`config.mk`:
```
export PLATFORM = sky130hd
export DESIGN_NAME = keypad_seg_display
export DESIGN_NICKNAME = d
export VERILOG_FILES = /design/src/rtl/keypad_seg_display.sv
export SDC_FILE = /design/constraint.sdc
export NUM_CORES = 1
export LEC_CHECK = 0
export ABC_AREA = 1
export BUFFER_PORTS_ARGS = -buffer_cell sky130_fd_sc_hd__buf_2
export CAP_MARGIN = 10
export CORE_MARGIN = 2
export CORE_UTILIZATION = 52
export CTS_CLUSTER_SIZE = 12
export DETAILED_ROUTE_END_ITERATION = 10
export PLACE_DENSITY_LB_ADDON = 0.1
export SLEW_MARGIN = 15
export SYNTH_ARGS = -nofsm -noshare
export SYNTH_HDL_FRONTEND = slang
export SYNTH_SLANG_ARGS = --single-unit
```
`constraint.sdc`:
```
create_clock -name clk -period 1.65 [get_ports clk]
set_input_delay 0.33 -clock clk [delete_from_list [all_inputs] [get_ports clk]]
set_output_delay 0.33 -clock clk [all_outputs]
set_load 0.01 [all_outputs]
```
`src/rtl/keypad_seg_display.sv`:
```
// keypad_seg_display: 4-digit multiplexed common-anode 7-segment driver with a hex entry buffer
// fed by the keypad scanner's key_en/key_data strobe stream.
module keypad_seg_display #(
    parameter int CNT_SCAN  = 60000,
    parameter int BLANK_CYC = 600
) (
    input  logic        clk,
    input  logic        rstn,
    input  logic        key_en,
    input  logic [3:0]  key_data,
    input  logic        clr,
    output logic [3:0]  seg_sel,
    output logic [7:0]  seg_led,
    output logic [15:0] value,
    output logic [2:0]  count
);
    localparam logic [15:0]  LAST   = 16'(CNT_SCAN - 1);
    localparam logic [15:0]  BLANK  = 16'(BLANK_CYC);
    localparam logic [127:0] GLYPHS = {8'h8E, 8'h86, 8'hA1, 8'hC6, 8'h83, 8'h88, 8'h90, 8'h80,
                                       8'hF8, 8'h82, 8'h92, 8'h99, 8'hB0, 8'hA4, 8'hF9, 8'hC0};
    logic [15:0] cnt;
    logic [1:0]  idx;
    logic [3:0]  nib;
    logic [7:0]  led_nxt;
    // A digit is lit only once entered, except the rightmost which shows '0' on an empty buffer
    always_comb begin
        nib     = value[{idx, 2'b00} +: 4];
        led_nxt = (cnt < BLANK)                  ? 8'hFF :
                  ({1'b0, idx} < count)          ? GLYPHS[{nib, 3'b000} +: 8] :
                  (count == 3'd0 && idx == 2'd0) ? 8'hC0 : 8'hFF;
    end
    always_ff @(posedge clk) begin
        if (!rstn) begin
            cnt     <= '0;
            idx     <= '0;
            seg_sel <= 4'hF;
            seg_led <= 8'hFF;
        end else begin
            cnt     <= (cnt == LAST) ? 16'd0 : cnt + 16'd1;
            idx     <= (cnt == LAST) ? idx + 2'd1 : idx;
            seg_sel <= ~(4'b0001 << idx);
            seg_led <= led_nxt;
        end
    end
    always_ff @(posedge clk) begin
        if (!rstn || clr) begin
            value <= '0;
            count <= '0;
        end else if (key_en) begin
            if (key_data == 4'hF) begin
                value <= '0;
                count <= '0;
            end else if (key_data == 4'hE) begin
                value <= {4'h0, value[15:4]};
                count <= (count == 3'd0) ? 3'd0 : count - 3'd1;
            end else begin
                value <= {value[11:0], key_data};
                count <= (count == 3'd4) ? 3'd4 : count + 3'd1;
            end
        end
    end
endmodule

```
-- Word level (Yosys, flattened, before mapping)
Cells that the tools add are included.
- flip-flop bits (word level): 49
- input bits: 8
- output and inout port bits: 31
- logic and storage cells: 36
- $add $sub $neg: 4
- $lt $le $gt $ge: 2
- equality and inequality tests: 4
- shift-type cells: 3
- mux-type cells: 8
- bitwise logic cells: 2
- reductions and logical operators: 7
- operator list (operator ; number):
    $shiftx A128 B8 Y8 const A ; 1
    $mux W16 ; 2
    $add A16 B1 Y16 const B ; 1
    $eq A16 B16 Y1 const B ; 1
    $lt A16 B10 Y1 const B ; 1
    $shiftx A16 B5 Y4 ; 1
    $mux W3 ; 4
    $eq A4 B4 Y1 const B ; 2
    $mux W8 ; 1
    $mux W6 ; 1
    $not A4 Y4 ; 1
    $reduce_or A2 Y1 ; 2
    $shl A1 B2 Y4 const A ; 1
    $add A3 B1 Y3 const B ; 1
    $eq A3 B3 Y1 const B ; 1
    $logic_not A3 Y1 ; 1
    $lt A2 B3 Y1 ; 1
    $sub A3 B1 Y3 const B ; 1
    $add A2 B1 Y2 const B ; 1
    $logic_not A2 Y1 ; 1
    $logic_and A1 B1 Y1 ; 1
    $logic_not A1 Y1 ; 1
    $logic_or A1 B1 Y1 ; 1
    $not A1 Y1 ; 1

-- Logic depth before layout (Yosys ltp)
Gate-level depths: netlist of run 1.
- depth after elaboration: 4
- mapped depth: 12
- mapped depth without buffers: 12

-- Worst setup path after synthesis of run 1
No wires, ideal clock.
- path kind: reg-to-reg
- start point: reg idx[0]
- end point: reg seg_led[0]
- library setup time: 0.119 ns
- arrival time: 1.436 ns
- required time: 1.531 ns
- setup slack: 0.095 ns
- cell stages (with the launch flop): 12
- path buffers: 0
- period minus slack after synthesis: 1.555 ns
- cell sequence: dfxtp_1 > inv_2 > nand2_1 > nand3_1 > nand2_1 > inv_1 > ha_1 > nand3b_1 > nand3_1 > nand2_1 > nand2_1 > nand2_1
- word-level cells in the longest chain between the ends: 4
- elaborated cells between the ends (all ways): 7
- those cells by class: order compare: 1; shift: 2; mux: 2; reduce/logical: 2
- ends and longest elaborated chain (what ; RTL line ; source):
    start, declared ; 22 ; logic [1:0] idx;
    start signal, assigned ; 40 ; idx <= (cnt == LAST) ? idx + 2'd1 : idx;
    branches (longest 3 deep; another with $shiftx A128 B8 Y8) ; - ;
    $mux W8 * ; 29 ; ({1'b0, idx} < count) ? GLYPHS[{nib, 3'b000} +: 8] :
    end signal, assigned ; 42 ; seg_led <= led_nxt;
    end, declared ; 13 ; output logic [7:0] seg_led,
Every way passes the cells marked *.
A chain may end at the register's enable or synchronous reset.

-- Worst setup path after layout of run 1
- start point: reg value[13]
- end point: reg seg_led[3]
- word-level cells in the longest chain between the ends: 3
- ends and longest elaborated chain (what ; RTL line ; source):
    start, declared ; 14 ; output logic [15:0] value,
    start signal, assigned ; 54 ; value <= {4'h0, value[15:4]};
    start signal, assigned ; 57 ; value <= {value[11:0], key_data};
    $shiftx A16 B5 Y4 ; 27 ; nib = value[{idx, 2'b00} +: 4];
    $shiftx A128 B8 Y8 ; 29 ;
    $mux W8 ; 29 ;
Every way passes these cells.

==> flow_summary.yaml, run 1 <==
finish:
  multiInputGateArea_um2: 1573
  final_cells: 504
  area.growth.synth_to_final_pct: 17.56
  nNetsFinal: 456
  seqCellArea_um2: 972.2
  drive_gt1_share_pct: 24.19
  n_antenna_cell: 0
  n_fill_cell: 483
  final_core_util_pct: 63.04
placed_design:
  place_ws_ns: -0.05345
  dpl.cell_count: 492
  place_congestion: 0.9221
  io_buffers: 37
  place_hpwl_um: 4818
yosys:
  yosys-top-cells-area: "dfxtp_1 35%, nand2_1 16%, ha_1 6.9%"
  synthTopCellsByCount: "115 x nand2_1, 48 x dfxtp_1, 32 x a21oi_1"
  synth_edf_count: 0
  synth-seq-cells: 48
  synth.avg_cell_area_um2: 7.143
  yosys.cell_count.top_type: "nand2_1"
  ys_async_sr_fraction_pct: 0
  yosysTopAreaCell: "dfxtp_1"
  ys.flop_type: "dfxtp_1"
  synth_cell_types: 37
  seq_area_frac_synth_pct: 35.31
  ys_warn_count: 0
  synth_top_area_share_pct: 35.31
  synth_cells: 381
  synth_fp_nets: 404
  syn_area_um2: 2721
pwr:
  p_int_mw: 1.555
  p_total_mw: 2.134
  swShare_pct: 27.12
  pwr-share-comb_pct: 10.0
  p_leak_nw: 1.398
  p_seq_share_pct: 55.8
  p_per_area_nw_per_um2: 667.1
  p_switching_mw: 0.5788
  clkPwrFrac_pct: 34.2
  irDropWorstVdd_mv: 0.3673
critical_path:
  path_class: "reg2reg"
  crit_fanout: 5
  reg2reg_from: "value[13]"
  startpoint: "value[13]"
  arrival_ns: 1.74
  startpoint_type: "flip-flop"
  critPathRequiredTime_ns: 1.84
  cp-end-kind: "flip-flop"
floorplanning:
  dieArea_um2: 5828
  core-area_um2: 5075
  start_util_pct: 53.62
  rows: 26
  die_h_um: 76.34
  io_pins: 39
  die_w_um: 76.34
grt:
  overflow: 0
  grt_usage_pct: 23.16
  first_global_vias: 2390
  antenna_found_initial: 0
  grt_pass1_wl_um: 11070
  grt_max_degree: 17
run_status:
  status: "complete, no violations"
sta:
  period_share_pct: 93.60
  finalSetupTns_ns: 0
  fin_crit_ns: 1.544
  finalWorstSetupSlack_ns: 0.1056
  hold_violations: 0
  finClkSkew_ns: 0.005497
  max_freq_ghz: 0.6475
  finalMaxSlewViolations: 0
  setup_viol: 0
clock_tree:
  cts_buffers: 5
  insertion_delay_ns: 0.30
  htreeDepth: 2
  postCtsHoldBufs: 0
  cts.sinks: 48
  clockBufferDepth: 2
  tritoncts: "done"
  clkSlewWorstSetupHoldPaths_ns: 0.09
  cts_root_buffer: "clkbuf_8"
routing:
  dr_total_vias: 2580
  dr.first_iter.drc_count: 136
  wl_per_cell_um: 12.90
  routed_wl_um: 6500
  drc: 0
  dr.pass1.iters: 5
  via_per_inst: 5.119
  ant_nets: 0
worst_hold_path:
  worstHoldStart: "key_en"
  hold_class: "in2reg"
run:
  cap_violations: 0
[cell families (layout without fill, tap and decap cells)]
group / count (synthesis) / count (layout) / synth area share [%]
simple gates: 205 / 205 / 35.40
flops: 48 / 48 / 35.31
xor+xnor: 5 / 5 / 1.609
other cells: 1 / 1 / 0.1378
fa+ha+maj: 15 / 15 / 6.897
buf+inv: 50 / 103 / 8.505
compound gates: 57 / 57 / 12.14
[repair_timing]
item / in CTS / in global routing
resized for setup: 1 / 15
pin swaps: 0 / 3
buffers inserted: 0 / 4
setup endpoints to repair: 3 / 9
gates cloned: 0 / 0
[registers in the layout, indices dropped and copies added, names as in the netlist]
name and flops:
count 3, idx 2, seg_led 7, cnt 16, seg_sel 4, value 16
[final cells by class]
| cell class | instances | share of cell area [%] |
|---|---|---|
| multi-input combinational | 283 | 49.16 |
| sequential | 48 | 30.39 |
| timing repair buffer | 55 | 10.01 |
| inverter | 40 | 4.849 |
| tap | 70 | 2.738 |
| clock buffer | 5 | 2.151 |
| clock inverter | 3 | 0.7039 |
[worst max-delay path, cell delays in order, from the launching register on]
cell      delay [ns]
dfxtp_1         0.41
nand2_1         0.11
nand3_2         0.09
nand2_2         0.09
buf_4           0.15
ha_4            0.26
nand3b_1        0.09
nand3_1         0.10
nand3_1         0.08
nand2_1         0.05
[power by group through the flow]
stage	clock (mW)	combinational, mW	sequential (mW)
global placement	0	0.202	1.22
detailed placement	0	0.204	1.22
floorplan	0	0.143	1.22
finish	0.730	0.214	1.19
CTS	0.742	0.206	1.19
global route	0.801	0.241	1.19
[cells in the final DEF (no fill, tap or decap), types with 3 or more instances in the layout]
master	synthesis	layout
nand2_1	115	114
dfxtp_1	48	43
buf_2	2	37
a21oi_1	32	32
inv_1	31	31
nor2_1	31	31
nand3_1	24	21
buf_4	2	18
ha_1	15	13
o21ai_0	11	11
o211ai_1	11	11
nand4_1	9	9
nand3_2	4	7
inv_2	8	7
clkbuf_8	0	5
nand2_2	2	3
nand2_4	3	3
xor2_1	3	3
dfxtp_2	0	3
[layer usage]
layer / GRT usage (%) / part of all wire [%] / vias up
met4: 6.545 / 1.1 / 0
met3: 5.450 / 4.2 / 7
met1: 29.93 / 47 / 1162
met2: 38.67 / 47 / 74
met5: 0 / 0 / -
li1: - / - / 1337
[stage by stage]
| stage | cell area (um^2) | hold WS (ns) |
|---|---|---|
| 5_1_grt | 3199 | 0.3191 |
| 6_report | 3199 | 0.3118 |
| 4_1_cts | 3113 | 0.2997 |
| 3_5_place_dp | 3020 | 0.4452 |
| 2_1_floorplan | 2721 | 0.4175 |
| 3_3_place_gp | 3020 | 0.4282 |
[final timing paths]
kind | to | slack (ns) | cells past startpoint
min reg2reg | cnt[0] | 0.45 | 1
max reg2reg | seg_led[3] | 0.11 | 9
max | seg_led[3] | 0.11 | 9
min | value[1] | 0.31 | 2
Power figures use the tool's default switching activity.
==> run 2, diff against run 1 <==
- GPL_TIMING_DRIVEN: not set -> 0
==> run 2 against run 1 <==
Compared with the run above:
- cell count down 1.4%
- sequential share of layout area up 0.16 points
- first-iteration DRC count down 13%
- sequential cell count unchanged
- die area unchanged
- sequential power about the same
- fmax down 3.9%
- final area down 0.90%
==> flow_summary.yaml, run 2 (same netlist as run 1, synthesis figures left out) <==
run_status:
  status: "complete, no violations"
pwr:
  p_total_mw: 2.237
  p_leak_nw: 1.359
  p_per_area_nw_per_um2: 705.7
  irDropWorstVdd_mv: 0.5803
finish:
  drive_gt1_share_pct: 22.95
  nNetsFinal: 449
  area.growth.synth_to_final_pct: 16.51
  final_core_util_pct: 62.48
  n_antenna_cell: 0
  most-common-layout-cells: "113 x nand2_1, 46 x dfxtp_1, 37 x buf_2, 32 x a21oi_1, 30 x nor2_1"
  top_regs: "cnt x16, value x16, seg_led x7"
  final_common_cell: "nand2_1"
  n_fill_cell: 508
grt:
  grt_pass1_wl_um: 10530
  grt_max_degree: 15
  overflow: 0
  antenna_found_initial: 0
  grt.busiest_layer: "met2"
  met3_usage_pct: 3.673
  first_global_vias: 2294
  met1_usage_pct: 29.05
  grtUsageMet2_pct: 37.26
  grt_usage_pct: 22.01
sta:
  rsz0062_at_grt: "true"
  finClkSkew_ns: 0.007799
  finalSetupTns_ns: 0
  setup_viol: 0
  finalMaxSlewViolations: 0
  fin_crit_ns: 1.608
  period_share_pct: 97.43
  max_freq_ghz: 0.6220
  tightest_slew_ns: 0.5119
  hold_violations: 0
  slew_headroom_pct: 65.87
routing:
  wl_per_cell_um: 12.47
  dr_total_vias: 2558
  via_per_inst: 5.147
  drc: 0
  routed_wl_um: 6200
  ant_nets: 0
  dr.pass1.iters: 4
  dr.first_iter.drc_count: 119
critical_path:
  crit_buf_inv: 1
  crit_family: "simple AND/OR/NAND/NOR gates"
  crit_fanout: 7
  path_common_cell: "nand3_1"
  path_class: "reg2reg"
  cp-end-kind: "flip-flop"
  slowest_delay_ns: 0.40
  arrival_ns: 1.85
  startpoint_type: "flip-flop"
  path_cells: "buf_6 -> nand2_1 -> nand3_1 -> nand2_2 -> ha_1 -> nand3b_1 -> nand3_1 -> nand3_1 -> nand2_1"
  critPathRequiredTime_ns: 1.89
  cpMaxStageDelayCell: "dfxtp_4"
clock_tree:
  cts.sinks: 48
  htreeDepth: 2
  clkSlewWorstSetupHoldPaths_ns: 0.08
  clockBufferDepth: 2
  tritoncts: "done"
  insertion_delay_ns: 0.30
  cts_buffers: 5
  postCtsHoldBufs: 0
  cts_root_buffer: "clkbuf_8"
run:
  cap_violations: 0
floorplanning:
  rows: 26
  core-area_um2: 5075
  io_pins: 39
  die_w_um: 76.34
  start_util_pct: 53.62
  dieArea_um2: 5828
  die_h_um: 76.34
placed_design:
  place_hpwl_um: 4619
  place_congestion: 0.9032
  io_buffers: 35
worst_hold_path:
  hold_class: "in2reg"
==> run 2: cell types whose count changed in the layout (fill, tap and decap cells not counted), moves of 3 or more <==
cell     delta
buf_4      -14
dfxtp_1     +3
dfxtp_2     -3
buf_6       +5
==> run 2: repair_timing <==
item                                    4_1_cts  5_1_grt
endpoints found under the setup margin        7        6
resized for setup                             4       16
setup buffers                                 1        2
pin swaps                                     1        3
==> run 2: through the flow <==
stage / setup slack (ns) / area [um^2] / hold slack, ns / std cells
after floorplan: 0.09462 / 2721 / 0.4175 / 381
after global routing: -0.04509 / 3171 / 0.2916 / 497
final: 0.04241 / 3171 / 0.2910 / 497
after CTS: 0.02221 / 3107 / 0.2885 / 495
after global placement: -0.1998 / 2984 / 0.4318 / 486
after detailed placement: -0.2145 / 2984 / 0.4385 / 486
==> run 2: power by group <==
group	internal (mW)	switching (mW)	total, mW
clock	0.450	0.384	0.834
sequential	1.17	0.0166	1.19
combinational	0.0789	0.135	0.214
==> run 2: layout make-up <==
type                            count  area (um^2)  area share [%]
Buffer                             10        78.83           2.486
Clock buffer                        6        72.57           2.289
Clock inverter                      2        35.03           1.105
Inverter                           40        157.7           4.972
Multi-Input combinational cell    283         1569           49.49
Sequential cell                    48        968.4           30.54
Tap cell                           70        87.58           2.762
Timing Repair Buffer               38        201.4           6.354
==> run 2: layer usage <==
layer | vias up | wire (um)
met4 | 0 | 81
met2 | 67 | 3055
li1 | 1327 | -
met1 | 1156 | 2776
met3 | 8 | 287
met5 | - | 0
==> run 2: worst paths after layout <==
kind,slack (ns),depth (start not counted),startpoint,end
setup / recovery,0.04,9,idx[0],seg_led[3]
hold / removal,0.29,2,rstn,seg_sel[1]
setup reg to reg,0.04,9,idx[0],seg_led[3]
hold reg to reg,0.45,1,cnt[0],cnt[0]
